===== src/rtl/psa_pipe_if.sv =====
// Operand/result bus for the partitioned signed adder: an input beat channel
// and a result beat channel, each with its own valid/ready pair.
interface psa_pipe_if #(
  parameter int LANE_W = 4,
  parameter int LANES  = 4
);
  localparam int W = LANE_W * LANES;

  logic              in_valid;
  logic              in_ready;
  logic [W-1:0]      a;
  logic [W-1:0]      b;
  logic              sub;
  logic              sat_en;
  logic              out_valid;
  logic              out_ready;
  logic [W-1:0]      sum;
  logic [LANES-1:0]  ovfl;

  // master: produces operand beats and consumes result beats
  modport master (
    output in_valid, a, b, sub, sat_en, out_ready,
    input  in_ready, out_valid, sum, ovfl
  );

  // slave: the adder pipeline itself
  modport slave (
    input  in_valid, a, b, sub, sat_en, out_ready,
    output in_ready, out_valid, sum, ovfl
  );
endinterface


===== src/rtl/psa_pipe.sv =====
// Two-stage pipelined partitioned signed add/subtract with per-beat saturate
// or wrap, sticky overflow flag and saturating overflow event counter.
module psa_pipe #(
  parameter int LANE_W = 4,
  parameter int LANES  = 4,
  parameter int CNT_W  = 8
) (
  input  logic             clk,
  input  logic             rst,
  psa_pipe_if.slave        bus,
  input  logic             clr_err,
  output logic             err,
  output logic [CNT_W-1:0] ovfl_cnt
);
  localparam int W = LANE_W * LANES;
  localparam logic [CNT_W-1:0] CNT_MAX = '1;
  localparam logic [CNT_W-1:0] CNT_ONE = CNT_W'(1);

  logic             s1_valid;
  logic             s1_sat;
  logic [W-1:0]     s1_raw;
  logic [LANES-1:0] s1_ov;
  logic             s2_valid;
  logic [W-1:0]     s2_sum;
  logic [LANES-1:0] s2_ovfl;

  logic [W-1:0]     raw_c;
  logic [LANES-1:0] ov_c;
  logic [W-1:0]     sat_c;
  logic             s1_adv;
  logic             s2_adv;
  logic             out_fire;
  logic             ovfl_event;

  // Each lane has its own adder; no carry crosses a lane boundary.
  for (genvar i = 0; i < LANES; i++) begin : g_lane
    logic [LANE_W-1:0] la;
    logic [LANE_W-1:0] lb;
    logic [LANE_W-1:0] lbx;
    logic [LANE_W-1:0] lr;
    logic [LANE_W-1:0] rr;

    assign la  = bus.a[i*LANE_W +: LANE_W];
    assign lb  = bus.b[i*LANE_W +: LANE_W];
    assign lbx = bus.sub ? ~lb : lb;
    assign lr  = la + lbx + {{(LANE_W-1){1'b0}}, bus.sub};
    assign raw_c[i*LANE_W +: LANE_W] = lr;
    // add needs equal operand signs, sub needs differing ones, then a sign flip
    assign ov_c[i] = ((la[LANE_W-1] ^ lb[LANE_W-1]) == bus.sub) &&
                     (lr[LANE_W-1] != la[LANE_W-1]);

    assign rr = s1_raw[i*LANE_W +: LANE_W];
    assign sat_c[i*LANE_W +: LANE_W] =
      (s1_ov[i] && s1_sat) ?
        (rr[LANE_W-1] ? {1'b0, {(LANE_W-1){1'b1}}} : {1'b1, {(LANE_W-1){1'b0}}}) :
        rr;
  end

  // Handshake: a beat moves on a rising edge where its valid and ready are
  // both 1. Each stage advances when empty or when its successor advances, so
  // in_ready depends on out_ready and stage occupancy, never on in_valid.
  assign s2_adv     = !s2_valid || bus.out_ready;
  assign s1_adv     = !s1_valid || s2_adv;
  assign out_fire   = s2_valid && bus.out_ready;
  assign ovfl_event = out_fire && (|s2_ovfl);

  assign bus.in_ready  = s1_adv;
  assign bus.out_valid = s2_valid;
  assign bus.sum       = s2_sum;
  assign bus.ovfl      = s2_ovfl;

  always_ff @(posedge clk or posedge rst) begin
    if (rst) begin
      s1_valid <= 1'b0;
      s1_sat   <= 1'b0;
      s1_raw   <= '0;
      s1_ov    <= '0;
    end else if (s1_adv) begin
      s1_valid <= bus.in_valid;
      if (bus.in_valid) begin
        s1_sat <= bus.sat_en;
        s1_raw <= raw_c;
        s1_ov  <= ov_c;
      end
    end
  end

  always_ff @(posedge clk or posedge rst) begin
    if (rst) begin
      s2_valid <= 1'b0;
      s2_sum   <= '0;
      s2_ovfl  <= '0;
    end else if (s2_adv) begin
      s2_valid <= s1_valid;
      if (s1_valid) begin
        s2_sum  <= sat_c;
        s2_ovfl <= s1_ov;
      end
    end
  end

  // An overflowing delivery beats a coincident clear and restarts the count at 1.
  always_ff @(posedge clk or posedge rst) begin
    if (rst) begin
      err      <= 1'b0;
      ovfl_cnt <= '0;
    end else if (ovfl_event) begin
      err <= 1'b1;
      if (clr_err)
        ovfl_cnt <= CNT_ONE;
      else if (ovfl_cnt != CNT_MAX)
        ovfl_cnt <= ovfl_cnt + CNT_ONE;
    end else if (clr_err) begin
      err      <= 1'b0;
      ovfl_cnt <= '0;
    end
  end
endmodule


===== src/flat_wrapper.sv =====
// flat-port wrapper written by rule: the top's interface ports become plain ports
module psa_pipe_flat 
#(
  parameter int LANE_W = 4,
  parameter int LANES  = 4,
  parameter int CNT_W  = 8
)
  (clk, rst, clr_err, err, ovfl_cnt, bus_in_valid, bus_a, bus_b, bus_sub, bus_sat_en, bus_out_ready, bus_in_ready, bus_out_valid, bus_sum, bus_ovfl);
  psa_pipe_if #(.LANE_W(LANE_W), .LANES(LANES)) bus_i ();
  input  logic clk;
  input  logic rst;
  input  logic clr_err;
  output logic err;
  output logic [CNT_W-1:0] ovfl_cnt;
  input wire logic [$bits(bus_i.in_valid)-1:0] bus_in_valid;
  input wire logic [$bits(bus_i.a)-1:0] bus_a;
  input wire logic [$bits(bus_i.b)-1:0] bus_b;
  input wire logic [$bits(bus_i.sub)-1:0] bus_sub;
  input wire logic [$bits(bus_i.sat_en)-1:0] bus_sat_en;
  input wire logic [$bits(bus_i.out_ready)-1:0] bus_out_ready;
  output wire logic [$bits(bus_i.in_ready)-1:0] bus_in_ready;
  output wire logic [$bits(bus_i.out_valid)-1:0] bus_out_valid;
  output wire logic [$bits(bus_i.sum)-1:0] bus_sum;
  output wire logic [$bits(bus_i.ovfl)-1:0] bus_ovfl;
  assign bus_i.in_valid = bus_in_valid;
  assign bus_i.a = bus_a;
  assign bus_i.b = bus_b;
  assign bus_i.sub = bus_sub;
  assign bus_i.sat_en = bus_sat_en;
  assign bus_i.out_ready = bus_out_ready;
  assign bus_in_ready = bus_i.in_ready;
  assign bus_out_valid = bus_i.out_valid;
  assign bus_sum = bus_i.sum;
  assign bus_ovfl = bus_i.ovfl;
  psa_pipe #(.LANE_W(LANE_W), .LANES(LANES), .CNT_W(CNT_W)) u_core (.clk(clk), .rst(rst), .bus(bus_i), .clr_err(clr_err), .err(err), .ovfl_cnt(ovfl_cnt));
endmodule

===== config.mk =====
export PLATFORM = sky130hd
export DESIGN_NAME = psa_pipe_flat
export DESIGN_NICKNAME = d
export VERILOG_FILES = /design/src/rtl/psa_pipe_if.sv /design/src/rtl/psa_pipe.sv /design/src/flat_wrapper.sv
export SDC_FILE = /design/constraint.sdc
export NUM_CORES = 1
export LEC_CHECK = 0
export BUFFER_PORTS_ARGS = -buffer_cell sky130_fd_sc_hd__buf_2
export CAP_MARGIN = 0
export CORE_UTILIZATION = 54
export DETAILED_ROUTE_END_ITERATION = 10
export GPL_TIMING_DRIVEN = 0
export HOLD_SLACK_MARGIN = 0.02
export PLACE_DENSITY = 0.89
export SETUP_SLACK_MARGIN = 0.5
export SLEW_MARGIN = 20
export SYNTH_ARGS = -nofsm -noshare
export SYNTH_HDL_FRONTEND = slang
export SYNTH_SLANG_ARGS = --single-unit
export TNS_END_PERCENT = 1

===== constraint.sdc =====
create_clock -name clk -period 1.9 [get_ports clk]
set_clock_uncertainty 0.15 [all_clocks]
set_input_delay 0.095 -clock clk [delete_from_list [all_inputs] [get_ports clk]]
set_output_delay 0.095 -clock clk [all_outputs]
set_load 0.1 [all_outputs]

==> summary.txt, run 1 <==
Outcome
  • Outcome: finished, final reports clean

Logic synthesis
  • Top cell type by total area after synthesis: dfrtp_1
  • Leading register cell type out of synthesis: dfrtp_1
  • Syn nets: 324
  • Top post-synthesis cells by area: dfrtp_1 45%, a21oi_1 5.0%, xor2_1 4.8%
  • Post-synthesis cell area: 0.00289 mm2
  • Leading post-synthesis cells by instance count: 52 x dfrtp_1, 29 x a21oi_1, 25 x nand2_1, 25 x nor2_1, 16 x xor2_1
  • Synth warnings: 0
  • Flop and latch count out of synthesis: 52
  • Async set-or-reset flop fraction in the synthesized netlist: 100%
  • Post-Syn Instances: 272
  • Number of library cell types mapped by synthesis: 42
  • Dominant cell by count in the synthesized netlist: dfrtp_1
  • Mapped Avg Cell Area: 10.6 um2
  • Count of flip-flops with a built-in enable after synthesis: 0
  • Seq/Total Area, Yosys: 45.0%
  • Synth top area share: 45.0%

Pwr
  • PnR Total Power: 4.48 mW
  • Peak VDD IR: 0.673 mV
  • Leakage: 1.72 nW
  • Cell Pwr Density: 1220 mW/mm2

Floorplan
  • Core region area: 0.00514 mm2
  • Num ports: 70
  • Die height: 75.2 um
  • Full die area: 0.00565 mm2
  • Core Rows: 26
  • Width of the die: 75.2 um
  • Starting density of the core: 56.3%

CTS
  • Clock latency reported for the late side of the worst-skew pair: 310 ps
  • Clock edge transition at the registers on the reported setup and hold paths: 90 ps
  • Buffers from clock root to sink, at most: 2
  • Cell at the root of the clock tree: clkbuf_8
  • Clock tree from TritonCTS: yes
  • Count of clock tree sinks: 52
  • Inserted Clock Buffers: 5
  • Number of levels the H-tree was split into: 2

Critical path
  • Worst-path cell chain: ha_2 -> and3_4 -> a211oi_4 -> nand4_1 -> a21oi_2
  • Startpoint Class: flip-flop
  • Critical Path Max Stage Delay: 400 ps
  • WP data required: 1990 ps
  • Number of cell instances on the worst register-to-register path: 5
  • Minimum setup slack among reg-to-reg paths: 210 ps
  • Start-to-end type of the worst setup path: flip-flop to flip-flop
  • Startpoint of the lowest-slack register-to-register path: u_core.ovfl_cnt[1]
  • Slowest CP cell: dfrtp_1
  • Reg2reg end: u_core.ovfl_cnt[5]
  • Maximum fanout along the worst path: 4
  • Kind of end point of the critical path: flip-flop
  • WP data arrival: 1780 ps

Global routing
  • Number of global-route vias before repair: 2239
  • Number of antenna violations at the first check in global routing: 0
  • Largest net degree at the start of global routing: 35
  • Global-route wire length before repair: 9760 um
  • Total track usage: 23.1%
  • GR Overflow Total: 0

Drt
  • DR vias: 2298
  • Number of DRC violations after detailed-routing iteration 0: 98
  • Final Routed Wirelength: 6170 um
  • Initial DRT Pass Iterations: 4
  • Via density: 5.29
  • Wirelength per Cell: 14.2 um
  • DRC viols: 0
  • Remaining antenna violation count after routing: 0

Layout
  • Area growth from synthesis to final layout: 26.6%
  • Fin area: 0.00366 mm2
  • Share of layout cells above drive strength 1: 31.6%
  • Post-layout nets: 415
  • Count of antenna diodes in the layout: 0
  • Filler cell count in the final layout: 386

Worst hold path
  • Number of cells on the worst hold path: 3
  • Hold worst-path end: u_core.s1_valid
  • Worst hold start: bus_out_ready
  • Class of the most critical hold timing path: input pin to flip-flop

Placement
  • Setup slack after placement: 42.9 ps
  • Cell area after placement: 0.00337 mm2
  • Detailed placement HPWL: 4620 um
  • PortBufs: 67
  • Final RePlAce weighted congestion: 0.779

Timing
  • Final Hold Vio Count: 0
  • Final cycle utilization of the critical path: 88.9%
  • F_max: 592 MHz
  • Worst max-slew margin expressed relative to the limit: 66.9%
  • # setup viols final: 0
  • PnR worst setup slack: 212 ps
  • Time the worst path needs with I/O delays and setup: 1690 ps
  • Final slew viol count: 0
  • Unrepaired setup endpoints after global routing: yes
  • Slew at the pin with the worst max-slew slack: 497 ps
  • Total negative slack: 0 ps

Flow run
  • Max-capacitance violation count: 0
==> area by class of cell <==
type,count,area (um2),share of cell area (%)
Clock inverter,2,35.0,0.957
Clock buffer,6,72.6,1.98
Buffer,10,68.8,1.88
Sequential cell,52,1300,35.6
Timing Repair Buffer,84,505,13.8
Inverter,3,11.3,0.307
Tap cell,70,87.6,2.39
Multi-Input combinational cell,207,1580,43.1
==> cells by family after synthesis <==
kind of cell	after synthesis	share of synthesized area [%]
compound gates	62	12.7
xor+xnor	34	12.1
fa+ha+maj	13	6.66
buf+inv	13	2.60
flops	52	45.0
mux	19	7.14
simple gates	79	13.8
==> stage by stage <==
step                      hold slack (ps)  instances  util (%)
after CTS                            15.3        434      71.1
after floorplan                      53.4        272         -
after global placement                182        409      65.1
after detailed placement            -30.3        410      65.5
final                                16.5        434      71.3
after global routing                 50.8        434      71.3
==> sequential cells by signal (all words and copies together) (netlist names) <==
register and flops:
u_core.bus.sum 16, u_core.err 1, u_core.bus.ovfl 4, u_core.s1_sat 1
u_core.s1_ov 4, u_core.s1_raw 16, u_core.ovfl_cnt 8, u_core.s1_valid 1
u_core.bus.out_valid 1
==> what timing repair did <==
action | 4_1_cts | 5_1_grt
pin swaps | 3 | 1
setup buffers | 4 | 0
hold endpoints to repair | 59 | 0
setup endpoints to repair | 52 | 61
hold buffers | 12 | 0
gates resized for setup | 5 | 3
==> how the worst max path moves through the flow <==
stage / end / startpoint / depth (start not counted)
2_1_floorplan: u_core.s1_raw[0] / u_core.bus.out_valid / 4
3_3_place_gp: u_core.bus.out_valid / rst / 2
3_5_place_dp: u_core.ovfl_cnt[1] / u_core.ovfl_cnt[0] / 5
4_1_cts: u_core.ovfl_cnt[1] / u_core.ovfl_cnt[1] / 5
5_1_grt: u_core.ovfl_cnt[5] / u_core.ovfl_cnt[1] / 5
6_report: u_core.ovfl_cnt[5] / u_core.ovfl_cnt[1] / 5
==> power breakdown <==
group / total, mW / internal [mW] / switching, mW / leakage [nW]
logic: 2.18 / 0.537 / 1.64 / 1.03
clock network: 0.743 / 0.391 / 0.352 / 0.0552
registers: 1.56 / 1.36 / 0.194 / 0.634
==> metal layers <==
layer	vias up	share of wire [%]	GRT usage [%]
met3	15	5.3	5.35
li1	1115	-	-
met1	1087	41	26.9
met2	81	51	40.9
met4	0	2.2	10.3
met5	-	0	0
==> critical path: cells and delay by family, from the launching register on <==
family / cells / cell delay, ps
AND/OR/NAND/NOR: 2 / 380
flip-flops: 1 / 400
AO/OA/AOI/OAI: 2 / 470
adder cells (fa/ha/maj): 1 / 210
==> placed cells by master (no fill, tap or decap), types with 6 or more instances in the layout <==
cell type,instances
ha_1,8
mux2i_1,6
nor2_1,25
dlygate4sd3_1,12
buf_2,72
xor2_1,16
o21ai_0,9
nand2_1,23
a21oi_1,29
dfrtp_1,51
o21ai_1,9
xnor2_1,14
Power figures use the tool's default switching activity.
==> run 2: changes to the inputs <==
--- a/config.mk
+++ b/config.mk
@@ -5,13 +5,14 @@
 export SDC_FILE = /design/constraint.sdc
 export NUM_CORES = 1
 export LEC_CHECK = 0
+export ABC_AREA = 1
 export BUFFER_PORTS_ARGS = -buffer_cell sky130_fd_sc_hd__buf_2
 export CAP_MARGIN = 0
-export CORE_UTILIZATION = 54
+export CORE_UTILIZATION = 55
 export DETAILED_ROUTE_END_ITERATION = 10
 export GPL_TIMING_DRIVEN = 0
 export HOLD_SLACK_MARGIN = 0.02
-export PLACE_DENSITY = 0.89
+export PLACE_DENSITY = 0.9
 export SETUP_SLACK_MARGIN = 0.5
 export SLEW_MARGIN = 20
 export SYNTH_ARGS = -nofsm -noshare
==> summary.txt, run 2 <==
Drt
  • Via density: 5.15 (-2.7%)
  • Number of DRC violations after detailed-routing iteration 0: 187 (+91%)
  • Remaining antenna violation count after routing: 0 (unchanged)
  • Final Routed Wirelength: 7530 um (+22%)
  • Wirelength per Cell: 13.1 um (-7.8%)
  • Initial DRT Pass Iterations: 5 (+1)
  • DR vias: 2956 (+29%)
  • DRC viols: 0 (unchanged)

CTS
  • Hold_buf cts: 14 (+2)
  • Count of clock tree sinks: 52 (unchanged)
  • Cell at the root of the clock tree: clkbuf_8
  • Clock latency reported for the late side of the worst-skew pair: 300 ps (about the same)
  • Clock edge transition at the registers on the reported setup and hold paths: 90 ps (about the same)
  • Number of levels the H-tree was split into: 2 (unchanged)
  • Inserted Clock Buffers: 5 (unchanged)
  • Clock tree from TritonCTS: yes
  • Buffers from clock root to sink, at most: 2 (unchanged)

Layout
  • Area growth from synthesis to final layout: 29.6%
  • Filler cell count in the final layout: 399 (+3.4%)
  • Post-layout nets: 553 (+33%)
  • Commonest non-fill, non-tap cells in the layout: 141 x nand2_1, 66 x buf_2, 45 x dfrtp_1, 31 x inv_1, 21 x a21oi_1
  • Count of antenna diodes in the layout: 0 (unchanged)
  • Utilization of the core after routing: 74.3% (+3.0 points)
  • Count of placed standard cells in the final layout, fillers left out: 574 (+32%)
  • Share of layout cells above drive strength 1: 31.7% (+0.080 points)
  • Leading cell type in the layout, fill and taps excluded: nand2_1

Placement
  • Placed insts: 544 (+33%)
  • Final RePlAce weighted congestion: 0.850 (+9.1%)
  • PortBufs: 69 (+3.0%)
  • Setup slack after placement: -77.4 ps (-120 ps)
  • Detailed placement HPWL: 5250 um (+14%)

Logic synthesis
  • Post-synthesis cell area: 0.00316 mm2 (+9.1%)
  • Async set-or-reset flop fraction in the synthesized netlist: 100% (unchanged)
  • XOR/XNOR Fraction of Synth Area: 6.11% (-6.0 points)
  • Main combinational cell family by area after synthesis: simple AND/OR/NAND/NOR gates
  • Top post-synthesis cells by area: dfrtp_1 41%, nand2_1 17%, inv_1 4.2%
  • Leading register cell type out of synthesis: dfrtp_1
  • Seq/Total Area, Yosys: 41.2% (-3.7 points)
  • Number of library cell types mapped by synthesis: 31 (-26%)
  • Top cell type by total area after synthesis: dfrtp_1
  • Leading post-synthesis cells by instance count: 147 x nand2_1, 52 x dfrtp_1, 35 x inv_1
  • Multiplexer area fraction after synthesis: 0% (-7.1 points)
  • Count of flip-flops with a built-in enable after synthesis: 0 (unchanged)
  • Syn nets: 454 (+40%)
  • Area fraction in and, or, nand and nor cells after synthesis: 30.7% (+17 points)
  • Mapped Avg Cell Area: 7.85 um2 (-26%)
  • Synth warnings: 0 (unchanged)
  • Compound-gate portion of the synthesized area: 8.92% (-3.8 points)
  • Post-synthesis share of cell area spent on full adders, half adders and majority gates: 6.11% (-0.55 points)
  • Synth top area share: 41.2% (-3.7 points)
  • Post-Syn Instances: 402 (+48%)
  • Dominant cell by count in the synthesized netlist: nand2_1
  • Flop and latch count out of synthesis: 52 (unchanged)

Critical path
  • Reg2reg end: u_core.ovfl_cnt[3]
  • Startpoint Class: input pin
  • Number of cell instances on the worst register-to-register path: 8 (+3)
  • WP data arrival: 1520 ps (-260 ps)
  • Kind of end point of the critical path: flip-flop
  • Minimum setup slack among reg-to-reg paths: 440 ps (+230 ps)
  • Start-to-end type of the worst setup path: input pin to flip-flop
  • Maximum fanout along the worst path: 9 (+5)
  • WP data required: 1940 ps (-50 ps)
  • Startpoint of the lowest-slack register-to-register path: u_core.ovfl_cnt[1]

Pwr
  • Cell Pwr Density: 1180 mW/mm2 (-3.2%)
  • Peak VDD IR: 0.802 mV (+19%)
  • Leakage: 2.19 nW (+28%)

Timing
  • Total negative slack: 0 ps (unchanged)
  • # setup viols final: 0 (unchanged)
  • Time the worst path needs with I/O delays and setup: 1480 ps (-212 ps)
  • Worst max-slew margin expressed relative to the limit: 64.4% (-2.4 points)
  • PnR worst setup slack: 423 ps (+212 ps)
  • Unrepaired setup endpoints after global routing: yes
  • Hold Slack: -16.3 ps (-32.8 ps)
  • Final slew viol count: 0 (unchanged)
  • Slew at the pin with the worst max-slew slack: 533 ps (+35.8 ps)
  • Final cycle utilization of the critical path: 77.7% (-11 points)
  • F_max: 677 MHz (+14%)
  • Final Hold Vio Count: 1 (+1)

Global routing
  • Total track usage: 25.0% (+1.9 points)
  • Number of global-route vias before repair: 2760 (+23%)
  • Number of antenna violations at the first check in global routing: 0 (unchanged)
  • GR Overflow Total: 0 (unchanged)
  • Largest net degree at the start of global routing: 29 (-17%)
  • Global-route wire length before repair: 12000 um (+23%)

Outcome
  • Violated checks: negative hold slack
  • Outcome: finished, violations left

Floorplan
  • Width of the die: 77.7 um (+3.4%)
  • Starting density of the core: 57.3% (+1.0 points)
  • Core Rows: 27 (+3.8%)
  • Die height: 77.7 um (+3.4%)
  • Core region area: 0.00551 mm2 (+7.1%)
  • Num ports: 70 (unchanged)
  • Full die area: 0.00604 mm2 (+6.9%)

Flow run
  • Max-capacitance violation count: 0 (unchanged)

Worst hold path
  • Class of the most critical hold timing path: input pin to flip-flop
  • Worst hold start: bus_out_ready
  • Hold worst-path end: u_core.s1_valid
  • Number of cells on the worst hold path: 4 (+1)
run 2: cell types whose count changed after synthesis, moves of 8 or more:
cell     change
mux2_2       -9
inv_1       +32
o21ai_1      -8
or2_2       +11
nand2_1    +122
nand3_1     +21
nand2_2     +12
run 2: final cells by class:
cell class / count / area [um2] / share of cell area (%)
Clock buffer: 8 / 90.1 / 2.20
Sequential cell: 52 / 1310 / 32.0
Inverter: 39 / 151 / 3.70
Multi-Input combinational cell: 303 / 1760 / 43.1
Tap cell: 72 / 90.1 / 2.20
Timing Repair Buffer: 92 / 594 / 14.5
Buffer: 8 / 91.3 / 2.23
run 2: through the flow:
step,instance area [um2],power [mW]
global placement,3630,4.05
detailed placement,3650,4.11
floorplan,3190,3.64
finish,4090,4.84
CTS,3920,4.79
global route,4090,5.10
run 2: worst max-delay path by stage:
stage	endpoint	slack, ps	start
floorplan	u_core.s1_raw[10]	-10	u_core.bus.out_valid
global placement	u_core.ovfl_cnt[7]	-330	rst
detailed placement	u_core.s1_raw[11]	-80	bus_sub
CTS	u_core.s1_raw[11]	370	bus_sub
global route	u_core.s1_ov[1]	360	bus_sub
finish	u_core.s1_ov[1]	420	bus_sub
run 2: where the power goes:
part	total, mW	leakage [nW]	switching, mW	internal [mW]
Clock	0.633	0.0455	0.336	0.298
Sequential	1.60	0.624	0.198	1.40
Combinational	2.61	1.52	2.07	0.545
Total	4.84	2.19	2.60	2.24
run 2: kinds of logic after synthesis:
logic type / after synthesis
simple gates: 222
flops: 52
compound gates: 46
fa+ha+maj: 13
xor+xnor: 22
buf+inv: 47
run 2: layer usage:
| metal | wire length [um] | track usage, % |
|---|---|---|
| met1 | 3080 | 29.5 |
| met2 | 3830 | 45.0 |
| met3 | 396 | 3.65 |
| met4 | 218 | 11.3 |
| met5 | 0 | 0 |
run 2: critical path, cell delays in order:
cell	delay, ps
buf_6	120
buf_6	130
buf_4	150
xor2_4	180
ha_1	270
nand2_1	70
inv_1	40
nand3_1	70
nand2_1	100
inv_1	110
nand2_1	60
nand3_1	80
nand2_1	50
run 2: repair_timing:
action                                  in CTS  in global routing
gates cloned                                 0                  1
hold endpoints to repair                    36                  1
pin swaps                                    1                 10
setup buffers                                2                  5
gates resized for setup                      6                 25
endpoints found under the setup margin      37                 54
==> run 3: changes to the inputs <==
--- a/config.mk
+++ b/config.mk
@@ -8,11 +8,11 @@
 export ABC_AREA = 1
 export BUFFER_PORTS_ARGS = -buffer_cell sky130_fd_sc_hd__buf_2
 export CAP_MARGIN = 0
-export CORE_UTILIZATION = 55
+export CORE_UTILIZATION = 49
 export DETAILED_ROUTE_END_ITERATION = 10
 export GPL_TIMING_DRIVEN = 0
 export HOLD_SLACK_MARGIN = 0.02
-export PLACE_DENSITY = 0.9
+export PLACE_DENSITY = 0.85
 export SETUP_SLACK_MARGIN = 0.5
 export SLEW_MARGIN = 20
 export SYNTH_ARGS = -nofsm -noshare
==> constraint.sdc (replaced) <==
create_clock -name clk -period 1.3 [get_ports clk]
set_clock_uncertainty 0.15 [all_clocks]
set_input_delay 0.065 -clock clk [delete_from_list [all_inputs] [get_ports clk]]
set_output_delay 0.065 -clock clk [all_outputs]
set_load 0.1 [all_outputs]
==> summary.txt, run 3 (same netlist as run 2, synthesis figures left out) <==
Critical path
  • Number of cell instances on the worst register-to-register path: 8 (unchanged)
  • Dominant cell type by count on the critical path: nand2_1
  • Number of logic stages on the critical path including buffering: 8 (-5)
  • Kind of end point of the critical path: flip-flop
  • Worst-path cell chain: nor2_1 -> nand2_1 -> nand2_2 -> nand2_1 -> nand2_4 -> inv_6 -> nand3_2 -> nand2_1
  • Maximum fanout along the worst path: 6 (-3)
  • Critical Path Max Stage Delay: 440 ps (+170 ps)
  • Startpoint Class: flip-flop
  • WP data required: 1370 ps (-570 ps)
  • WP data arrival: 1550 ps (+30 ps)
  • Start-to-end type of the worst setup path: flip-flop to flip-flop
  • Slowest CP cell: dfrtp_1
  • Worst path bufs/invs: 1 (-4)
  • Family with the most delay on the worst path: simple AND/OR/NAND/NOR gates

Drt
  • Initial DRT Pass Iterations: 4 (-1)
  • Number of DRC violations after detailed-routing iteration 0: 152 (-19%)
  • Via density: 5.09 (-1.1%)
  • Final Routed Wirelength: 7550 um (+0.37%)
  • Remaining antenna violation count after routing: 0 (unchanged)
  • DRC viols: 0 (unchanged)
  • Wirelength per Cell: 13.4 um (+2.5%)
  • DR vias: 2863 (-3.1%)

CTS
  • Clock tree from TritonCTS: yes
  • Clock latency reported for the late side of the worst-skew pair: 320 ps (+20 ps)
  • Count of clock tree sinks: 52 (unchanged)
  • Buffers from clock root to sink, at most: 2 (unchanged)
  • Cell at the root of the clock tree: clkbuf_8
  • Inserted Clock Buffers: 5 (unchanged)
  • Number of levels the H-tree was split into: 2 (unchanged)
  • Clock edge transition at the registers on the reported setup and hold paths: 100 ps (about the same)
  • Hold_buf cts: 1 (-13)

Floorplan
  • Die height: 82.3 um (+5.8%)
  • Width of the die: 82.3 um (+5.8%)
  • Core Rows: 28 (+3.7%)
  • Core region area: 0.00606 mm2 (+10%)
  • Starting density of the core: 52.1% (-5.2 points)
  • Num ports: 70 (unchanged)
  • Full die area: 0.00677 mm2 (+12%)

Layout
  • Leading cell type in the layout, fill and taps excluded: nand2_1
  • Utilization of the core after routing: 72.4% (-1.9 points)
  • Post-layout nets: 538 (-2.7%)
  • Commonest non-fill, non-tap cells in the layout: 139 x nand2_1, 44 x dfrtp_1, 38 x buf_2, 29 x inv_1, 24 x buf_12
  • Share of layout cells above drive strength 1: 34.9% (+3.2 points)
  • Count of antenna diodes in the layout: 0 (unchanged)
  • Area growth from synthesis to final layout: 39.0%

Global routing
  • GR Overflow Total: 0 (unchanged)
  • Total track usage: 23.2% (-1.8 points)
  • Number of global-route vias before repair: 2699 (-2.2%)
  • Number of antenna violations at the first check in global routing: 0 (unchanged)
  • Global-route wire length before repair: 11900 um (-0.81%)
  • Largest net degree at the start of global routing: 29 (unchanged)

Pwr
  • PnR Total Power: 8.19 mW (+69%)
  • Cell Pwr Density: 1870 mW/mm2 (+58%)
  • Leakage: 2.28 nW (+3.9%)
  • Peak VDD IR: 1.80 mV (+120%)

Outcome
  • Outcome: finished, violations left
  • Violated checks: negative hold slack, negative setup slack

Placement
  • Detailed placement HPWL: 5340 um (+1.8%)
  • PortBufs: 69 (unchanged)
  • Final RePlAce weighted congestion: 0.844 (-0.65%)

Timing
  • F_max: 674 MHz
  • Hold Slack: -321 ps (-305 ps)
  • Slew at the pin with the worst max-slew slack: 655 ps (+122 ps)
  • Final Hold Vio Count: 40 (+39)
  • Final cycle utilization of the critical path: 114%
  • # setup viols final: 34 (+34)
  • Time the worst path needs with I/O delays and setup: 1480 ps
  • Final slew viol count: 0 (unchanged)
  • Worst max-slew margin expressed relative to the limit: 56.3% (-8.1 points)
  • Unrepaired setup endpoints after global routing: yes
  • PnR worst setup slack: -183 ps (-607 ps)

Worst hold path
  • Class of the most critical hold timing path: input pin to async pin

Flow run
  • Max-capacitance violation count: 0 (unchanged)
[run 3: cell count changes in the layout (fill, tap and decap cells not counted), moves of 4 or more]
cell / change
nand2_4: +4
buf_2: -28
buf_8: +4
buf_12: +22
dlygate4sd3_1: -13
a21oi_1: -4
[run 3: stage by stage]
step / setup slack, ps / instance area (um2) / setup TNS, ps / instances
after global placement: -960 / 3630 / -52040 / 546
after CTS: -106 / 4210 / -1540 / 561
after global routing: -248 / 4390 / -4800 / 562
after detailed placement: -663 / 3660 / -11050 / 547
after floorplan: -614 / 3190 / -32890 / 402
final: -183 / 4390 / -2300 / 562
[run 3: what timing repair did]
action / in CTS / in global routing
gates resized for setup: 111 / 46
endpoints found under the hold margin: 48 / 40
pin swaps: 19 / 12
setup buffers: 5 / 1
endpoints found under the setup margin: 83 / 83
[run 3: path summary, 6_finish.rpt]
kind / from / end / slack (ps)
setup / recovery: u_core.bus.ovfl[1] / u_core.ovfl_cnt[3] / -180
hold / removal: rst / u_core.ovfl_cnt[4] / -320
setup reg to reg: u_core.bus.ovfl[1] / u_core.ovfl_cnt[3] / -180
hold reg to reg: u_core.s1_raw[13] / u_core.s1_raw[13] / 340
max in group asynchronous: rst / u_core.ovfl_cnt[1] / 760
min in group clk: bus_b[0] / u_core.s1_raw[0] / -100
[run 3: report_power, final]
group	total [mW]	internal, mW	switching [mW]
Combinational	4.68	1.61	3.07
Clock	1.02	0.447	0.571
Sequential	2.50	2.04	0.455
[run 3: cell type report]
type	count	area [um2]
plain buffers	8	106
multi-input cells	303	1800
flip-flops and latches	52	1310
fillers	457	1670
clock inverters	2	17.5
inverters	39	156
clock buffers	6	82.6
well taps	75	93.8
repair buffers	77	820
[run 3: layer usage]
layer / up-vias / track usage, % / routed length (um)
met3: 10 / 2.97 / 259
met1: 1343 / 27.8 / 3180
li1: 1432 / - / -
met4: 0 / 7.89 / 114
met2: 78 / 42.6 / 4000
met5: - / 0 / 0
